$ cat config.mk
export PLATFORM = sky130hd
export DESIGN_NAME = uart_rx_core
export DESIGN_NICKNAME = d
export VERILOG_FILES = /design/src/rtl/uart_rx_core.sv
export SDC_FILE = /design/constraint.sdc
export NUM_CORES = 1
export LEC_CHECK = 0
export CAP_MARGIN = 20
export CORE_AREA = 2 2 72 74
export DETAILED_ROUTE_END_ITERATION = 8
export DIE_AREA = 0 0 74 76
export MAX_ROUTING_LAYER = met4
export SYNTH_ARGS = -nofsm -noshare
export SYNTH_HDL_FRONTEND = slang
export SYNTH_SLANG_ARGS = --single-unit
$ cat constraint.sdc
create_clock -name clk -period 2.5 [get_ports clk]
set_input_delay 0.5 -clock clk [delete_from_list [all_inputs] [get_ports clk]]
set_output_delay 0.5 -clock clk [all_outputs]
set_load 0.01 [all_outputs]
$ cat src/rtl/uart_rx_core.sv
`default_nettype none
// +--------------------------------------------------------------------------+
// | Module   : uart_rx_core                                                  |
// | Purpose  : 8N1 asynchronous serial receiver, LSB first, with internal    |
// |            baud timing. Drives the rx_data/rx_int handshake used by the  |
// |            transmitter, plus rx_valid and frame_err strobes.             |
// | Ports    : clk        - system clock, rising edge                        |
// |            rst        - synchronous reset, active-high                   |
// |            rs232_rx   - asynchronous serial line, idle high              |
// |            rx_data    - last correctly framed byte                       |
// |            rx_int     - high while a validated frame is in progress      |
// |            rx_valid   - one-cycle strobe, rx_data just updated           |
// |            frame_err  - one-cycle strobe, stop bit sampled low           |
// |            parity_err - one-cycle strobe, even parity mismatch           |
// |                         (only with UART_RX_PARITY_EN)                    |
// | Options  : UART_RX_PARITY_EN - 8E1 framing with a parity bit             |
// | Revision : 1.0 - initial release                                         |
// +--------------------------------------------------------------------------+
module uart_rx_core #(
  parameter int CLK_FREQ = 50000000,
  parameter int BAUD     = 9600
) (
  input  logic       clk,
  input  logic       rst,
  input  logic       rs232_rx,
  output logic [7:0] rx_data,
  output logic       rx_int,
  output logic       rx_valid,
  output logic       frame_err
`ifdef UART_RX_PARITY_EN
  ,
  output logic       parity_err
`endif
);

  localparam int BAUD_DIV = CLK_FREQ / BAUD;
  localparam int HALF_DIV = BAUD_DIV / 2;
  localparam int CNT_W    = (BAUD_DIV > 1) ? $clog2(BAUD_DIV) : 1;

  localparam logic [CNT_W-1:0] HALF_LAST = CNT_W'(HALF_DIV - 1);
  localparam logic [CNT_W-1:0] BIT_LAST  = CNT_W'(BAUD_DIV - 1);

  typedef enum logic [2:0] {
    S_IDLE      = 3'd0,
    S_START     = 3'd1,
    S_DATA      = 3'd2,
    S_STOP      = 3'd3,
`ifdef UART_RX_PARITY_EN
    S_PARITY    = 3'd5,
`endif
    S_WAIT_IDLE = 3'd4
  } state_t;

  // Input conditioning: two-stage synchronizer plus a history stage.
  logic       sync1, sync2, sync_prev;
  // warm marks when sync2 carries a real line sample after reset; armed is
  // set once that real sample has been high, so a line held low across
  // reset release never looks like a start edge.
  logic [1:0] warm;
  logic       armed;
  logic       start_edge;

  always_ff @(posedge clk) begin
    if (rst) begin
      sync1     <= 1'b1;
      sync2     <= 1'b1;
      sync_prev <= 1'b1;
      warm      <= 2'b00;
      armed     <= 1'b0;
    end else begin
      sync1     <= rs232_rx;
      sync2     <= sync1;
      sync_prev <= sync2;
      warm      <= {warm[0], 1'b1};
      armed     <= armed | (warm[1] & sync2);
    end
  end

  assign start_edge = armed & sync_prev & ~sync2;

  state_t           state, state_n;
  logic [CNT_W-1:0] baud_cnt, baud_n;
  logic [3:0]       bit_cnt, bit_n;
  logic [7:0]       shift_reg, shift_n;
  logic [7:0]       data_n;
  logic             int_n, valid_n, ferr_n;
`ifdef UART_RX_PARITY_EN
  logic             par_bit, par_n;
  logic             perr_n;
  logic             par_bad;
  assign par_bad = ^{shift_reg, par_bit};
`endif

  always_ff @(posedge clk) begin
    if (rst) begin
      state     <= S_IDLE;
      baud_cnt  <= '0;
      bit_cnt   <= '0;
      shift_reg <= '0;
      rx_data   <= 8'h00;
      rx_int    <= 1'b0;
      rx_valid  <= 1'b0;
      frame_err <= 1'b0;
`ifdef UART_RX_PARITY_EN
      par_bit    <= 1'b0;
      parity_err <= 1'b0;
`endif
    end else begin
      state     <= state_n;
      baud_cnt  <= baud_n;
      bit_cnt   <= bit_n;
      shift_reg <= shift_n;
      rx_data   <= data_n;
      rx_int    <= int_n;
      rx_valid  <= valid_n;
      frame_err <= ferr_n;
`ifdef UART_RX_PARITY_EN
      par_bit    <= par_n;
      parity_err <= perr_n;
`endif
    end
  end

  always_comb begin
    state_n = state;
    baud_n  = baud_cnt;
    bit_n   = bit_cnt;
    shift_n = shift_reg;
    data_n  = rx_data;
    int_n   = rx_int;
    valid_n = 1'b0;
    ferr_n  = 1'b0;
`ifdef UART_RX_PARITY_EN
    par_n   = par_bit;
    perr_n  = 1'b0;
`endif
    case (state)
      S_IDLE: begin
        if (start_edge) begin
          baud_n  = '0;
          state_n = S_START;
        end
      end
      S_START: begin
        // Re-check the line half a bit in; a high sample was a glitch and
        // rx_int is left alone so its falling edge always means a frame.
        if (baud_cnt == HALF_LAST) begin
          if (!sync2) begin
            int_n   = 1'b1;
            baud_n  = '0;
            bit_n   = '0;
            state_n = S_DATA;
          end else begin
            state_n = S_IDLE;
          end
        end else begin
          baud_n = baud_cnt + 1'b1;
        end
      end
      S_DATA: begin
        if (baud_cnt == BIT_LAST) begin
          shift_n = {sync2, shift_reg[7:1]};
          bit_n   = bit_cnt + 4'd1;
          baud_n  = '0;
          if (bit_cnt == 4'd7) begin
`ifdef UART_RX_PARITY_EN
            state_n = S_PARITY;
`else
            state_n = S_STOP;
`endif
          end
        end else begin
          baud_n = baud_cnt + 1'b1;
        end
      end
`ifdef UART_RX_PARITY_EN
      S_PARITY: begin
        if (baud_cnt == BIT_LAST) begin
          par_n   = sync2;
          baud_n  = '0;
          state_n = S_STOP;
        end else begin
          baud_n = baud_cnt + 1'b1;
        end
      end
`endif
      S_STOP: begin
        if (baud_cnt == BIT_LAST) begin
          baud_n = '0;
          int_n  = 1'b0;
`ifdef UART_RX_PARITY_EN
          perr_n = par_bad;
`endif
          if (sync2) begin
`ifdef UART_RX_PARITY_EN
            if (!par_bad) begin
              data_n  = shift_reg;
              valid_n = 1'b1;
            end
`else
            data_n  = shift_reg;
            valid_n = 1'b1;
`endif
            state_n = S_IDLE;
          end else begin
            ferr_n  = 1'b1;
            state_n = S_WAIT_IDLE;
          end
        end else begin
          baud_n = baud_cnt + 1'b1;
        end
      end
      S_WAIT_IDLE: begin
        // Hold off during a break so the low line is not taken as a start.
        if (sync2) begin
          state_n = S_IDLE;
        end
      end
      default: begin
        state_n = S_IDLE;
      end
    endcase
  end

endmodule
`default_nettype wire

==> flow_metrics.py, run 1 <==
metrics = {
    "final_layout": {
        "num_antenna_cells": 0,
        "n_fill_cell": 479,
        "multi_input_area_sq_mm": 0.00108,
        "largest_register_ffs": 13,
        "final_util_pct": 49.0,
        "nNetsFinal": 260,
        "regArea_sq_um": 901,
        "area_delta_synth_final_pct": 15.6,
        "layout-drive-gt1-share_pct": 11.4,
    },
    "route": {
        "viasPerCell": 5.40,
        "drtAntennaViolNets": 0,
        "route.detailed.drc": 0,
        "drt-initial-drc-count": 140,
        "num_vias": 1756,
        "routed_wl_um": 4560,
        "first_pass_iters": 5,
        "routedWlPerCell_um": 14.0,
    },
    "critical_path": {
        "r2r_slack_ns": 0.36,
        "crit_start": "baud_cnt[0]$_SDFFE_PP0P_",
        "startpoint_type": "register",
        "cp.arrival_ns": 2.36,
        "reg2reg_from": "baud_cnt[0]$_SDFFE_PP0P_",
        "cp_max_fo": 8,
        "path_class": "reg -> reg",
        "reg2reg_to": "baud_cnt[7]$_SDFFE_PP0P_",
        "cp.required_ns": 2.73,
        "r2r_cells": 7,
        "crit_end": "baud_cnt[7]$_SDFFE_PP0P_",
        "end_kind": "register",
    },
    "synthesis": {
        "synth_top_area_share_pct": 43.3,
        "async_flop_share_pct": 0,
        "ys_ff_latch": 45,
        "synth_area_leaders": "dfxtp_1 43%, mux2i_1 6.3%, nand3_1 5.5%",
        "synthTopCellsByCount": "45 x dfxtp_1, 26 x nor2_1, 23 x nand3_1",
        "netlist_area_sq_mm": 0.00208,
        "seq_area_frac_synth_pct": 43.3,
        "synthFlopType": "dfxtp_1",
        "synth.distinct_cells": 41,
        "yosysMostFrequentCell": "dfxtp_1",
        "synthCells": 238,
        "synthSimpleGateAreaFrac_pct": 29.3,
        "ys_warn_count": 0,
        "synth.avg_cell_area_sq_um": 8.75,
        "yosys-mux-area-fraction_pct": 6.25,
        "synth_compound_area_share_pct": 12.9,
        "synth_nets": 243,
        "synth_adder_area_share_pct": 1.20,
        "synth-edff-count": 0,
        "synth_top_family_by_area": "simple AND/OR/NAND/NOR gates",
        "synth_top_area_cell": "dfxtp_1",
        "synth-xor-area-share_pct": 2.10,
    },
    "timing": {
        "hold_viol": 0,
        "skew_ns": 0.00776,
        "fin_setup_tns_ns": 0,
        "tightestPinTransition_ns": 0.603,
        "drv_slew": 0,
        "post-route-period-util_pct": 85.4,
        "rsz0062_at_grt": "false",
        "slew_headroom_pct": 59.7,
        "final.min_clock_period_ns": 2.14,
        "setup_viol": 0,
        "max_freq_ghz": 0.468,
    },
    "grt": {
        "grt_pass1_wl_um": 8050,
        "top_usage_layer": "met1",
        "met2_usage_pct": 25.5,
        "use_met1_pct": 26.6,
        "grt_use_met3_pct": 5.82,
        "grt_remaining_overflow": 0,
        "antenna_found_initial": 0,
        "grt_pass1_vias": 1645,
        "grt.total_usage_pct": 18.7,
        "grt_max_degree": 36,
    },
    "clock_tree": {
        "cts_setup_buffers": 0,
        "clock_sinks": 45,
        "clock_path_buffers": 2,
        "clk_pin_slew_ns": 0.08,
        "postCtsHoldBufs": 0,
        "cts_tree": "yes",
        "clkLatencyLatePin_ns": 0.30,
        "h-tree-depth": 2,
        "ctsRootBufferMaster": "clkbuf_8",
        "numCtsBuffers": 5,
    },
    "run": {
        "maxCapViolCount": 0,
    },
    "die": {
        "die-area_sq_mm": 0.00562,
        "coreArea_sq_mm": 0.00491,
        "die_h_um": 76,
        "rows": 26,
        "initial_core_util_pct": 42.4,
        "die_x_um": 74,
        "pin_count": 14,
    },
    "place": {
        "gp_congestion": 0.829,
        "placement.io_buffers": 13,
        "dpl.hpwl_um": 3110,
    },
    "pwr": {
        "leakagePower_nw": 0.818,
        "total_power_mw": 1.21,
        "vdd_drop_max_uv": 283,
        "power_density_mw_per_mm2": 502,
    },
    "outcome": {
        "status": "finished, final reports clean",
    },
    "worst_hold_path": {
        "worst_hold_path_type": "reg -> reg",
    },
}
==> cells by family after synthesis <==
| kind of cell | Yosys count |
|---|---|
| AOI/OAI and AO/OA | 41 |
| DFF | 45 |
| and+or+nand+nor | 110 |
| xor gates and xnor gates | 5 |
| muxes | 13 |
| adders and majority gates | 2 |
| buffers and inverters | 22 |
==> cell usage in the layout (no fill, tap or decap), types with 3 or more instances in the layout <==
master,n
a2111oi_0,3
a21oi_1,20
and3_1,5
buf_4,13
clkbuf_8,5
clkdlybuf4s50_1,13
dfxtp_1,45
inv_1,6
mux2i_1,13
nand2_1,20
nand3_1,23
nand4_1,6
nor2_1,26
nor4_1,3
nor4b_1,4
nor4bb_1,4
o21ai_0,8
or2_2,4
xor2_1,4
==> per-layer routing <==
metal	up-vias	wire length (um)
li1	887	-
met1	822	2270
met2	38	1980
met3	9	243
met4	0	73
met5	-	0
==> what timing repair did <==
action | 4_1_cts | 5_1_grt
endpoints found under the setup margin | 0 | 3
endpoints found under the hold margin | 0 | 0
resized for setup | 0 | 1
==> layout make-up <==
cell class	count	share of cell area [%]
multi-input cells	171	45.0
flip-flops and latches	45	37.4
repair buffers	26	9.46
well taps	70	3.64
clock buffers	5	2.86
inverters	6	0.936
clock inverters	2	0.676
==> report_power, final <==
group          total [mW]  leakage, nW  switching [mW]  internal [mW]
clock network       0.445       0.0402           0.252          0.193
registers           0.725        0.364         0.00382          0.721
logic              0.0384        0.414          0.0234         0.0150
total                1.21        0.818           0.279          0.929
==> worst min-delay path by stage <==
stage	start	endpoint	slack (ns)	depth (start not counted)
CTS	sync1$_SDFF_PP1_	sync2$_SDFF_PP1_	0.42	1
global placement	sync1$_SDFF_PP1_	sync2$_SDFF_PP1_	0.39	1
global route	sync1$_SDFF_PP1_	sync2$_SDFF_PP1_	0.44	1
finish	sync1$_SDFF_PP1_	sync2$_SDFF_PP1_	0.42	1
detailed placement	sync1$_SDFF_PP1_	sync2$_SDFF_PP1_	0.40	1
floorplan	sync1$_SDFF_PP1_	sync2$_SDFF_PP1_	0.39	1
==> worst max-delay path, stage by stage (launching register included) <==
cell and delay [ns]:
dfxtp_1 0.34, ha_1 0.21, nor4b_1 0.16, a311o_1 0.36, a211oi_2 0.53, buf_4 0.23, nand4_1 0.10, mux2i_1 0.13
==> per-stage QoR <==
stage	hold slack (ns)	area [sq um]	instances	setup WS (ns)
after global routing	0.445	2410	325	0.197
after detailed placement	0.399	2320	318	0.121
after global placement	0.394	2320	318	0.173
after floorplan	0.389	2080	238	0.624
final	0.416	2410	325	0.365
after CTS	0.421	2400	325	0.0801
Power figures use the tool's default switching activity.
==> run 2: changes to the inputs <==
--- a/config.mk
+++ b/config.mk
@@ -8,2 +8,4 @@
 export CAP_MARGIN = 20
+export CELL_PAD_IN_SITES_DETAIL_PLACEMENT = 1
+export CELL_PAD_IN_SITES_GLOBAL_PLACEMENT = 1
 export CORE_AREA = 2 2 72 74
@@ -12,2 +14,3 @@
 export MAX_ROUTING_LAYER = met4
+export PLACE_DENSITY_LB_ADDON = 0.1
 export SYNTH_ARGS = -nofsm -noshare
--- a/constraint.sdc
+++ b/constraint.sdc
@@ -3,2 +3,2 @@
 set_output_delay 0.5 -clock clk [all_outputs]
-set_load 0.01 [all_outputs]
+set_load 0.1 [all_outputs]
==> run 2 against run 1 <==
Flip-flop and latch count stayed put. Die area stayed put. Combinational power is 9.4% higher. Register-to-register slack worse by 0.13 ns. Setup slack worse by 0.13 ns. Global-route usage is 1.1 points higher. Critical endpoint is now rx_data[7]$_SDFFE_PP0P_. Maximum frequency is 5.8% lower. Critical path type unchanged.
==> flow_metrics.py, run 2 (synthesized netlist as in run 1, its figures left out) <==
metrics = {
    "clock_tree": {
        "clkLatencyLatePin_ns": 0.29,
        "cts_tree": "yes",
        "numCtsBuffers": 5,
        "clock_path_buffers": 2,
        "clk_pin_slew_ns": 0.09,
        "h-tree-depth": 2,
        "clock_sinks": 45,
        "ctsRootBufferMaster": "clkbuf_8",
    },
    "route": {
        "routed_wl_um": 5030,
        "drt-initial-drc-count": 84,
        "num_vias": 1780,
        "drtAntennaViolNets": 0,
        "route.detailed.drc": 0,
        "first_pass_iters": 4,
        "routedWlPerCell_um": 15.3,
        "viasPerCell": 5.41,
    },
    "run": {
        "maxCapViolCount": 0,
    },
    "place": {
        "dpl.hpwl_um": 3630,
        "pre_cts_ws_ns": 0.0815,
        "gp_congestion": 0.919,
        "placement.io_buffers": 13,
    },
    "final_layout": {
        "n_fill_cell": 606,
        "num_antenna_cells": 0,
        "largest_register_ffs": 13,
        "final_common_cell": "dfxtp_1",
        "layout-drive-gt1-share_pct": 16.6,
        "nNetsFinal": 263,
        "area_delta_synth_final_pct": 16.6,
        "most-common-layout-cells": "45 x dfxtp_1, 27 x buf_4, 26 x nor2_1",
    },
    "die": {
        "die_h_um": 76,
        "coreArea_sq_mm": 0.00491,
        "die_x_um": 74,
        "rows": 26,
        "initial_core_util_pct": 42.4,
        "pin_count": 14,
        "die-area_sq_mm": 0.00562,
    },
    "grt": {
        "grt.total_usage_pct": 19.8,
        "grt_pass1_vias": 1718,
        "antenna_found_initial": 0,
        "grt_remaining_overflow": 0,
        "grt_pass1_wl_um": 8450,
        "grt_max_degree": 36,
    },
    "pwr": {
        "clkPwrFrac_pct": 41.6,
        "sw_frac_of_total_pct": 20.9,
        "power_density_mw_per_mm2": 540,
        "pwr-share-seq_pct": 55.2,
        "total_power_mw": 1.31,
        "vdd_drop_max_uv": 294,
        "p_int_mw": 1.04,
        "p_switching_uw": 274,
        "leakagePower_nw": 0.871,
        "p_comb_share_pct": 3.2,
    },
    "timing": {
        "setup_viol": 0,
        "rsz0062_at_grt": "false",
        "post-route-period-util_pct": 90.7,
        "max_freq_ghz": 0.441,
        "fin_setup_tns_ns": 0,
        "hold_viol": 0,
        "final.min_clock_period_ns": 2.27,
        "layout_setup_ws_ns": 0.233,
        "drv_slew": 0,
        "slew_headroom_pct": 59.3,
        "tightestPinTransition_ns": 0.609,
        "skew_ns": 0.00961,
    },
    "critical_path": {
        "cp.arrival_ns": 2.44,
        "startpoint_type": "register",
        "path_class": "reg -> reg",
        "cp.required_ns": 2.67,
        "cp_max_fo": 9,
        "r2r_slack_ns": 0.23,
        "end_kind": "register",
    },
    "outcome": {
        "status": "finished, final reports clean",
    },
    "worst_hold_path": {
        "worst_hold_path_type": "reg -> reg",
    },
}
-- run 2: changes by cell type in the layout (fill, tap and decap cells not counted) --
cell             previous run  this run
bufinv_16                   0         1
clkinvlp_4                  1         0
clkbuf_1                    0         1
buf_4                      13        27
clkdlybuf4s50_1            13         2
-- run 2: stage by stage --
stage / utilization [%] / instances / hold slack (ns) / instance area [sq um]
after global placement: 47.1 / 321 / 0.393 / 2310
after floorplan: - / 238 / 0.389 / 2080
after global routing: 49.4 / 329 / 0.436 / 2430
after detailed placement: 47.1 / 321 / 0.401 / 2310
after CTS: 49.3 / 329 / 0.423 / 2420
final: 49.4 / 329 / 0.415 / 2430
-- run 2: repair_timing --
item                                    4_1_cts  5_1_grt
gates resized for setup                       0        1
hold buffers                                  0        0
setup buffers                                 0        0
endpoints found under the setup margin        0        3
-- run 2: cell type report --
class / instances / area (sq um) / share of cell area [%]
clock buffers: 6 / 72.6 / 2.99
clock inverters: 2 / 38.8 / 1.60
inverters: 6 / 22.5 / 0.927
multi-input cells: 171 / 1080 / 44.6
flip-flops and latches: 45 / 901 / 37.1
well taps: 70 / 87.6 / 3.61
repair buffers: 29 / 223 / 9.17
-- run 2: layer usage --
| layer | up-vias | global-route usage (%) | share of wire [%] |
|---|---|---|---|
| met5 | - | - | 0 |
| met3 | 4 | 4.37 | 3.7 |
| met1 | 853 | 27.6 | 49 |
| met4 | 0 | 6.18 | 0.95 |
| li1 | 897 | - | - |
| met2 | 26 | 28.7 | 46 |
-- run 2: critical path: stages (launching register included) --
cell and delay (ns):
dfxtp_1 0.48, or4b_4 0.52, nor4_4 0.28, and4_1 0.56, mux2i_1 0.25, nor2_1 0.05
-- run 2: power groups by stage --
stage | Sequential, mW | Combinational, mW | Clock [mW]
3_5_place_dp | 0.741 | 0.0422 | 0
5_1_grt | 0.725 | 0.0476 | 0.596
2_1_floorplan | 0.740 | 0.0267 | 0
6_report | 0.724 | 0.0420 | 0.546
4_1_cts | 0.724 | 0.0423 | 0.567
3_3_place_gp | 0.741 | 0.0422 | 0
-- run 2: final timing paths --
check,cells after the start,start,end
worst max-delay path,5,baud_cnt[4]$_SDFFE_PP0P_,rx_data[7]$_SDFFE_PP0P_
worst min-delay path,1,sync1$_SDFF_PP1_,sync2$_SDFF_PP1_
worst min register to register,1,sync1$_SDFF_PP1_,sync2$_SDFF_PP1_
worst max register to register,5,baud_cnt[4]$_SDFFE_PP0P_,rx_data[7]$_SDFFE_PP0P_
==> run 3: changes to the inputs <==
GPL_TIMING_DRIVEN = 0   (was unset)
==> run 3 against run 2 <==
Sequential share of layout area rose by 0.43 points. Sequential power barely moved. Global-route usage rose by 0.60 points. Clock power rose by 2%. Utilization fell by 0.56 points. Maximum frequency fell by 1.4%. Die area did not move. Non-clock buffer count fell by 1.
==> flow_metrics.py, run 3 (synthesized netlist as in run 1, its figures left out) <==
metrics = {
    "timing": {
        "drv_slew": 0,
        "setup_viol": 0,
        "fin_setup_tns_ns": 0,
        "tightestPinTransition_ns": 0.968,
        "slew_headroom_pct": 35.2,
        "post-route-period-util_pct": 92.0,
        "rsz0062_at_grt": "false",
        "layout_setup_ws_ns": 0.200,
        "final.min_clock_period_ns": 2.30,
        "skew_ns": 0.0123,
        "hold_viol": 0,
        "max_freq_ghz": 0.435,
    },
    "clock_tree": {
        "clkLatencyLatePin_ns": 0.30,
        "numCtsBuffers": 5,
        "ctsRootBufferMaster": "clkbuf_8",
        "cts-resized-gates": 0,
        "clock_path_buffers": 2,
        "postCtsHoldBufs": 0,
        "cts_setup_buffers": 0,
        "h-tree-depth": 2,
        "clock_sinks": 45,
        "cts_tree": "yes",
        "clk_pin_slew_ns": 0.09,
    },
    "route": {
        "routed_wl_um": 5000,
        "route.detailed.drc": 0,
        "num_vias": 1794,
        "viasPerCell": 5.47,
        "routedWlPerCell_um": 15.2,
        "drt-initial-drc-count": 81,
        "drtAntennaViolNets": 0,
        "first_pass_iters": 4,
    },
    "pwr": {
        "leakagePower_nw": 0.805,
        "power_density_mw_per_mm2": 549,
        "vdd_drop_max_uv": 332,
    },
    "critical_path": {
        "cp.required_ns": 2.00,
        "cp_max_fo": 2,
        "end_kind": "primary output",
        "cp_top_family": "buffers and inverters",
        "crit_slowest_cell": "clkdlybuf4s50_1",
        "path_class": "reg -> out",
        "path_buf_inv": 1,
        "cp.arrival_ns": 1.80,
        "startpoint_type": "register",
        "crit_chain": "clkdlybuf4s50_1",
        "critPathMaxStageDelay_ns": 1.14,
    },
    "die": {
        "die_x_um": 74,
        "initial_core_util_pct": 42.4,
        "rows": 26,
        "pin_count": 14,
        "die_h_um": 76,
        "coreArea_sq_mm": 0.00491,
        "die-area_sq_mm": 0.00562,
    },
    "outcome": {
        "status": "finished, final reports clean",
    },
    "run": {
        "maxCapViolCount": 0,
    },
    "place": {
        "gp_congestion": 0.808,
        "pre_cts_ws_ns": 0.323,
        "dpl.hpwl_um": 3620,
        "placement.io_buffers": 12,
    },
    "final_layout": {
        "largest_register_ffs": 13,
        "multi_input_area_sq_mm": 0.00108,
        "num_antenna_cells": 0,
        "area_delta_synth_final_pct": 15.3,
        "layout-drive-gt1-share_pct": 8.14,
        "regArea_sq_um": 901,
        "nNetsFinal": 262,
        "n_fill_cell": 576,
        "most-common-layout-cells": "45 x dfxtp_1, 26 x nor2_1, 23 x nand3_1",
        "final_common_cell": "dfxtp_1",
        "final_util_pct": 48.9,
    },
    "grt": {
        "grt.total_usage_pct": 20.4,
        "grt_max_degree": 15,
        "grt_remaining_overflow": 0,
        "antenna_found_initial": 0,
        "grt_pass1_vias": 1811,
        "grt_pass1_wl_um": 8830,
    },
    "worst_hold_path": {
        "worst_hold_path_type": "reg -> reg",
    },
}
run 3: cell count changes in the layout (fill, tap and decap cells not counted), sizes merged:
cell / previous run / this run
buf: 27 / 8
clkbuf: 6 / 14
clkdlybuf4s50: 2 / 12
run 3: worst paths after layout:
check | end | slack [ns] | from | depth (start not counted)
setup / recovery | rx_data[3] | 0.20 | rx_data[3]$_SDFFE_PP0P_ | 1
hold / removal | sync2$_SDFF_PP1_ | 0.42 | sync1$_SDFF_PP1_ | 1
setup reg to reg | baud_cnt[12]$_SDFFE_PP0P_ | 0.33 | baud_cnt[0]$_SDFFE_PP0P_ | 6
hold reg to reg | sync2$_SDFF_PP1_ | 0.42 | sync1$_SDFF_PP1_ | 1
run 3: layout make-up:
class / count / share of cell area (%)
Multi-Input combinational cell: 171 / 44.9
Tap cell: 70 / 3.65
Clock inverter: 2 / 1.62
Clock buffer: 6 / 3.02
Buffer: 16 / 3.34
Sequential cell: 45 / 37.5
Timing Repair Buffer: 12 / 5.00
Inverter: 6 / 0.938
run 3: metal layers:
layer	up-vias	track usage [%]	routed length (um)	part of all wire (%)
met4	0	6.18	65	1.3
met3	7	4.23	138	2.8
met2	20	30.3	2370	47
li1	891	-	-	-
met5	-	-	0	0
met1	876	28.0	2430	49
run 3: per-stage QoR:
step / total power [mW] / instances / cell area [sq um] / hold WS, ns
detailed placement: 0.780 / 320 / 2290 / 0.404
floorplan: 0.767 / 238 / 2080 / 0.389
finish: 1.32 / 328 / 2400 / 0.419
global placement: 0.779 / 320 / 2290 / 0.391
CTS: 1.34 / 328 / 2400 / 0.423
global route: 1.37 / 328 / 2400 / 0.457
run 3: where the power goes:
group | switching (mW) | leakage (nW) | internal [mW]
Sequential | 0.00256 | 0.364 | 0.722
Combinational | 0.0261 | 0.386 | 0.0123
Clock | 0.255 | 0.0554 | 0.300
